==> src/rtl/timer_counter.sv <==
// rtl/timer_counter.sv - prescaled sawtooth/triangle period counter with shadowed configuration
//
// Optional feature macro: TIMER_COUNTER_PRESC_EN (tick prescaler; without it every qualified tick steps)
//
// Ports:
//   clk_i           clock, all state updates on the rising edge
//   rst_i           synchronous active-high reset
//   ctrl_active_i   counting enable; low freezes counter, direction and prescaler
//   ctrl_update_i   load shadow config from cfg_* and restart the count
//   ctrl_rst_i      restart the count with the current shadow config
//   tick_i          input event, one credit per high cycle
//   cfg_start_i     period start value
//   cfg_end_i       period end value
//   cfg_presc_i     ticks per step minus one
//   cfg_sawtooth_i  1 = sawtooth, 0 = up/down triangle
//   counter_o       current count
//   valid_o         one-cycle pulse, counter_o just stepped
//   end_o           one-cycle pulse with valid_o at the period boundary
//   sawtooth_o      registered mode bit
module timer_counter #(
    parameter int NUM_BITS   = 16,
    parameter int PRESC_BITS = 8
) (
    input  logic                  clk_i,
    input  logic                  rst_i,
    input  logic                  ctrl_active_i,
    input  logic                  ctrl_update_i,
    input  logic                  ctrl_rst_i,
    input  logic                  tick_i,
    input  logic [NUM_BITS-1:0]   cfg_start_i,
    input  logic [NUM_BITS-1:0]   cfg_end_i,
    input  logic [PRESC_BITS-1:0] cfg_presc_i,
    input  logic                  cfg_sawtooth_i,
    output logic [NUM_BITS-1:0]   counter_o,
    output logic                  valid_o,
    output logic                  end_o,
    output logic                  sawtooth_o
);

    typedef enum logic {
        DIR_UP   = 1'b0,
        DIR_DOWN = 1'b1
    } dir_e;

    localparam logic [NUM_BITS-1:0] CNT_ONE = NUM_BITS'(1);

    logic [NUM_BITS-1:0] counter_q, counter_d;
    logic [NUM_BITS-1:0] r_start_q, r_start_d;
    logic [NUM_BITS-1:0] r_end_q, r_end_d;
    logic                r_sawtooth_q, r_sawtooth_d;
    dir_e                dir_q, dir_d;
    logic                valid_q, valid_d;
    logic                end_q, end_d;

    logic                qual_tick;
    logic                step;
    logic [NUM_BITS-1:0] cnt_inc;
    logic [NUM_BITS-1:0] cnt_dec;

    assign qual_tick = ctrl_active_i & tick_i;
    assign cnt_inc   = counter_q + CNT_ONE;
    assign cnt_dec   = counter_q - CNT_ONE;

`ifdef TIMER_COUNTER_PRESC_EN
    localparam logic [PRESC_BITS-1:0] PRESC_ONE = PRESC_BITS'(1);

    logic [PRESC_BITS-1:0] presc_q, presc_d;
    logic [PRESC_BITS-1:0] r_presc_q, r_presc_d;

    // Restart/update clear the prescaler so a fresh period always begins
    // with a full r_presc+1 tick interval.
    always_comb begin
        presc_d   = presc_q;
        r_presc_d = r_presc_q;
        step      = 1'b0;
        if (ctrl_rst_i) begin
            presc_d = '0;
        end else if (ctrl_update_i) begin
            presc_d   = '0;
            r_presc_d = cfg_presc_i;
        end else if (qual_tick) begin
            if (presc_q == r_presc_q) begin
                presc_d = '0;
                step    = 1'b1;
            end else begin
                presc_d = presc_q + PRESC_ONE;
            end
        end
    end

    always_ff @(posedge clk_i) begin
        if (rst_i) begin
            presc_q   <= '0;
            r_presc_q <= '0;
        end else begin
            presc_q   <= presc_d;
            r_presc_q <= r_presc_d;
        end
    end
`else
    logic unused_presc;

    assign unused_presc = ^cfg_presc_i;
    assign step         = qual_tick;
`endif

    always_comb begin
        counter_d    = counter_q;
        dir_d        = dir_q;
        r_start_d    = r_start_q;
        r_end_d      = r_end_q;
        r_sawtooth_d = r_sawtooth_q;
        valid_d      = 1'b0;
        end_d        = 1'b0;
        if (ctrl_rst_i) begin
            counter_d = r_start_q;
            dir_d     = DIR_UP;
        end else if (ctrl_update_i) begin
            r_start_d    = cfg_start_i;
            r_end_d      = cfg_end_i;
            r_sawtooth_d = cfg_sawtooth_i;
            counter_d    = cfg_start_i;
            dir_d        = DIR_UP;
        end else if (step) begin
            valid_d = 1'b1;
            if (r_start_q == r_end_q) begin
                // Degenerate period: pin at start, every step is a boundary.
                counter_d = r_start_q;
                end_d     = 1'b1;
            end else if (r_sawtooth_q) begin
                if (counter_q == r_end_q) begin
                    counter_d = r_start_q;
                    end_d     = 1'b1;
                end else begin
                    counter_d = cnt_inc;
                end
            end else if (dir_q == DIR_UP) begin
                if (counter_q == r_end_q) begin
                    // Turning at end; with end == start+1 this step lands on start.
                    dir_d     = DIR_DOWN;
                    counter_d = cnt_dec;
                    end_d     = (cnt_dec == r_start_q);
                end else begin
                    counter_d = cnt_inc;
                end
            end else begin
                if (counter_q == r_start_q) begin
                    dir_d     = DIR_UP;
                    counter_d = cnt_inc;
                end else begin
                    counter_d = cnt_dec;
                    end_d     = (cnt_dec == r_start_q);
                end
            end
        end
    end

    always_ff @(posedge clk_i) begin
        if (rst_i) begin
            counter_q    <= '0;
            dir_q        <= DIR_UP;
            r_start_q    <= '0;
            r_end_q      <= '0;
            r_sawtooth_q <= 1'b0;
            valid_q      <= 1'b0;
            end_q        <= 1'b0;
        end else begin
            counter_q    <= counter_d;
            dir_q        <= dir_d;
            r_start_q    <= r_start_d;
            r_end_q      <= r_end_d;
            r_sawtooth_q <= r_sawtooth_d;
            valid_q      <= valid_d;
            end_q        <= end_d;
        end
    end

    assign counter_o  = counter_q;
    assign valid_o    = valid_q;
    assign end_o      = end_q;
    assign sawtooth_o = r_sawtooth_q;

endmodule

==> config.mk <==
export PLATFORM = sky130hd
export DESIGN_NAME = timer_counter
export DESIGN_NICKNAME = d
export VERILOG_FILES = /design/src/rtl/timer_counter.sv
export SDC_FILE = /design/constraint.sdc
export NUM_CORES = 1
export LEC_CHECK = 0
export BUFFER_PORTS_ARGS = -buffer_cell sky130_fd_sc_hd__buf_2
export CAP_MARGIN = 15
export CORE_MARGIN = 5
export CORE_UTILIZATION = 32
export CTS_CLUSTER_DIAMETER = 150
export DETAILED_ROUTE_END_ITERATION = 8
export HOLD_SLACK_MARGIN = 0.02
export PLACE_DENSITY_LB_ADDON = 0.3
export SYNTH_ARGS = -nofsm -noshare
export SYNTH_HDL_FRONTEND = slang
export SYNTH_SLANG_ARGS = --single-unit
==> constraint.sdc <==
create_clock -name clk_i -period 5.7 [get_ports clk_i]
set_clock_uncertainty 0.2 [all_clocks]
set_input_delay 0.285 -clock clk_i [delete_from_list [all_inputs] [get_ports clk_i]]
set_output_delay 0.285 -clock clk_i [all_outputs]
set_load 0.02 [all_outputs]
==> results.md <==
* Mapped Avg Cell Area at 7.568 sq um
* Layout cells sized above 1 at 16.18%
* Gp weighted congestion at 0.9403
* Clk_lat worst skew at 0.30 ns
* Status: finished clean
* Drt first-iter violations at 365
* CP required at 5.68 ns
* Arrival time at the worst endpoint at 3.36 ns
* I/O Buffers at 57
* Core Region at 11960 sq um
* Pre-CTS WS at 2.404 ns
* Routed length per instance at 18.49 microns
* Row count at 40
* Antenna Cells at 0
* Boundary Pins at 66
* Seq/Total Area, Yosys at 26.81%
* Hold path depth at 3
* Crit-path slowest cell: o221ai_2
* Initial Utilization at 32.46%
* CP peak stage delay at 0.78 ns
* First-pass GRT wire length at 20060 microns
* Clk sinks at 52
* GRT Total Usage at 17.66%
* Worst hold path type: input pin to flop
* R2r setup slk at 2.32 ns
* Setup crit start: counter_o[4]
* Max rail drop VDD at 0.1252 mV
* Leakage at 1.692 nW
* Post-route worst setup slack at 2.324 ns
* RSZ-0062 raised after global routing: false
* Fmax at 296.2 MHz
* Period utilization at 59.22%
* Layout area overhead at 13.60%
* Flop and latch count out of synthesis at 52
* Most frequent cells in the layout: nand2_1 (92), buf_2 (57), dfxtp_1 (52)
* Syn Std Cell Area at 3882 sq um
* CTS root buffer: clkbuf_16
* Setup-failing EPs final at 0
* Worst-Margin Slew at 0.9866 ns
* H-tree depth at 2
* Max FO, Critical Path at 15
* Commonest non-fill, non-tap cell in the layout: nand2_1
* Bufs and invs on worst path at 0
* Kind of cell adding the most delay to the critical path: compound AO/OA/AOI/OAI gates
* Worst-path cell chain: xor2_1 > nor4b_1 > nand3_1 > o221ai_2 > o221ai_1 > a222oi_1 > o21ai_0
* Async S/R FF share, synth at 0%
* Drt total wl at 12780 microns
* Grt ovf at 0
* Pwr dens at 246.5 nW/um^2
* Number of vias per cell at 5.559
* Die width at 120.2 microns
* Hpwl dp at 9580 microns
* Antenna violation net count after detailed routing at 0
* CTS Hold Bufs at 10
* Post-Syn Nets at 562
* Via count at 3841
* Crit Path Class: flop to flop
* Clock-pin slew on the worst setup and hold paths at 0.07 ns
* Critical path endpoint category: flop
* CTS Buf Count at 5
* Register area at 1041 sq um
* Post-CTS Setup Bufs at 0
* Initial antenna violation count at 0
* Fillcell total at 1217
* Post_cts resized at 0
* Die height at 120.2 microns
* Syn. warnings at 0
* Beginning of the worst hold path: cfg_end_i[14]
* Synth cell types at 64
* Period minus WS final at 3.376 ns
* 1st-pass router iterations at 6
* Max-cap viol count at 0
* CTS tree: yes
* Worst setup SP type: flop
* Max transition margin at 34.22%
* Final-stage net count at 592
* Pin count of the biggest net entering global routing at 51
* Critical R2R Capture: counter_o[10]
* TNS Setup at 0 ns
* Vias in the first global route at 3685
* Worst R2R Path Depth at 7
* Full die area at 14440 sq um
* Final Hold Vio Count at 0
* Slew Viols, Final at 0
* Number of synthesized flops with an enable pin at 0
* CTS max path bufs at 2
* Remaining DRCs at 0
* Mapped Cells at 513
* R2r startpoint: counter_o[4]
* Multi-input gate area at 2586 sq um
* Ys flop type: dfxtp_1
* Hold Path Sink: r_end_q[14]
-- layer usage --
metal	track usage [%]	wire, microns	vias up
met5	0	0	-
met4	8.232	491	0
met3	3.110	943	28
met2	28.35	5871	166
met1	22.96	5473	1776
li1	-	-	1871
-- sequential cells by signal, indices dropped and copies added (netlist names) --
register	count
r_end_q	16
counter_o	16
r_start_q	16
dir_q	1
sawtooth_o	1
end_o	1
valid_o	1
-- logic make-up after synthesis --
| kind of cell | Yosys count | synth area share [%] |
|---|---|---|
| AOI/OAI and AO/OA | 114 | 20.27 |
| xor gates and xnor gates | 76 | 17.14 |
| adders and majority gates | 2 | 0.6444 |
| buffers and inverters | 60 | 6.639 |
| DFF | 52 | 26.81 |
| muxes | 4 | 1.063 |
| and+or+nand+nor | 205 | 27.43 |
-- layout make-up --
| class | count | area share, % |
|---|---|---|
| Multi-Input combinational cell | 401 | 58.64 |
| Sequential cell | 52 | 23.60 |
| Timing Repair Buffer | 69 | 9.078 |
| Tap cell | 147 | 4.170 |
| Clock buffer | 6 | 2.922 |
| Inverter | 14 | 1.191 |
| Clock inverter | 2 | 0.3972 |
-- Yosys cell counts, drive strengths merged (4+ instances only) --
cell type	number	share of area, %
a2111oi	4	0.93
a211oi	5	0.97
a21oi	49	6.3
a221o	4	1.0
a221oi	6	1.4
buf	23	3.1
clkbuf	23	2.2
dfxtp	52	27
inv	13	1.3
nand2	93	9.1
nand2b	4	0.64
nand3	12	1.9
nand4	12	1.9
nor2	31	3.1
nor2b	4	0.64
nor3	15	2.2
nor4	11	3.3
o21a	5	0.97
o21ai	7	0.90
o221ai	11	2.6
or2	5	0.81
or3	5	0.81
xnor2	49	11
xor2	27	6.1
-- power breakdown --
part           internal, mW  switching, mW  total [mW]  leakage, nW
clock                 0.167          0.151       0.318       0.0719
sequential            0.382         0.0483       0.430        0.425
combinational         0.141          0.199       0.340         1.19
total                 0.689          0.398        1.09         1.69
-- through the flow --
stage                     power [mW]  area (sq um)  util [%]  cells  hold slack [ns]
after floorplan               0.6786          3882         -    513           0.2210
after global placement        0.7636          4164     34.81    673           0.2891
after global routing           1.140          4410     36.87    691          0.02693
final                          1.087          4410     36.87    691          0.02405
after detailed placement      0.7675          4164     34.81    673           0.2897
after CTS                      1.091          4410     36.87    691          0.02122
-- how the worst max path moves through the flow --
stage	endpoint	slack, ns	cells after the start
after CTS	counter_o[10]	2.39	7
after detailed placement	counter_o[10]	2.40	7
after floorplan	end_o	2.88	10
after global placement	counter_o[10]	2.46	7
after global routing	counter_o[10]	2.16	7
final	counter_o[10]	2.32	7
-- tightest hold or removal path, cell delays in order --
cell and delay, ns:
buf_2 0.09, nand2_1 0.05, a21oi_1 0.05
No activity file was read; power rests on OpenSTA's default activity.
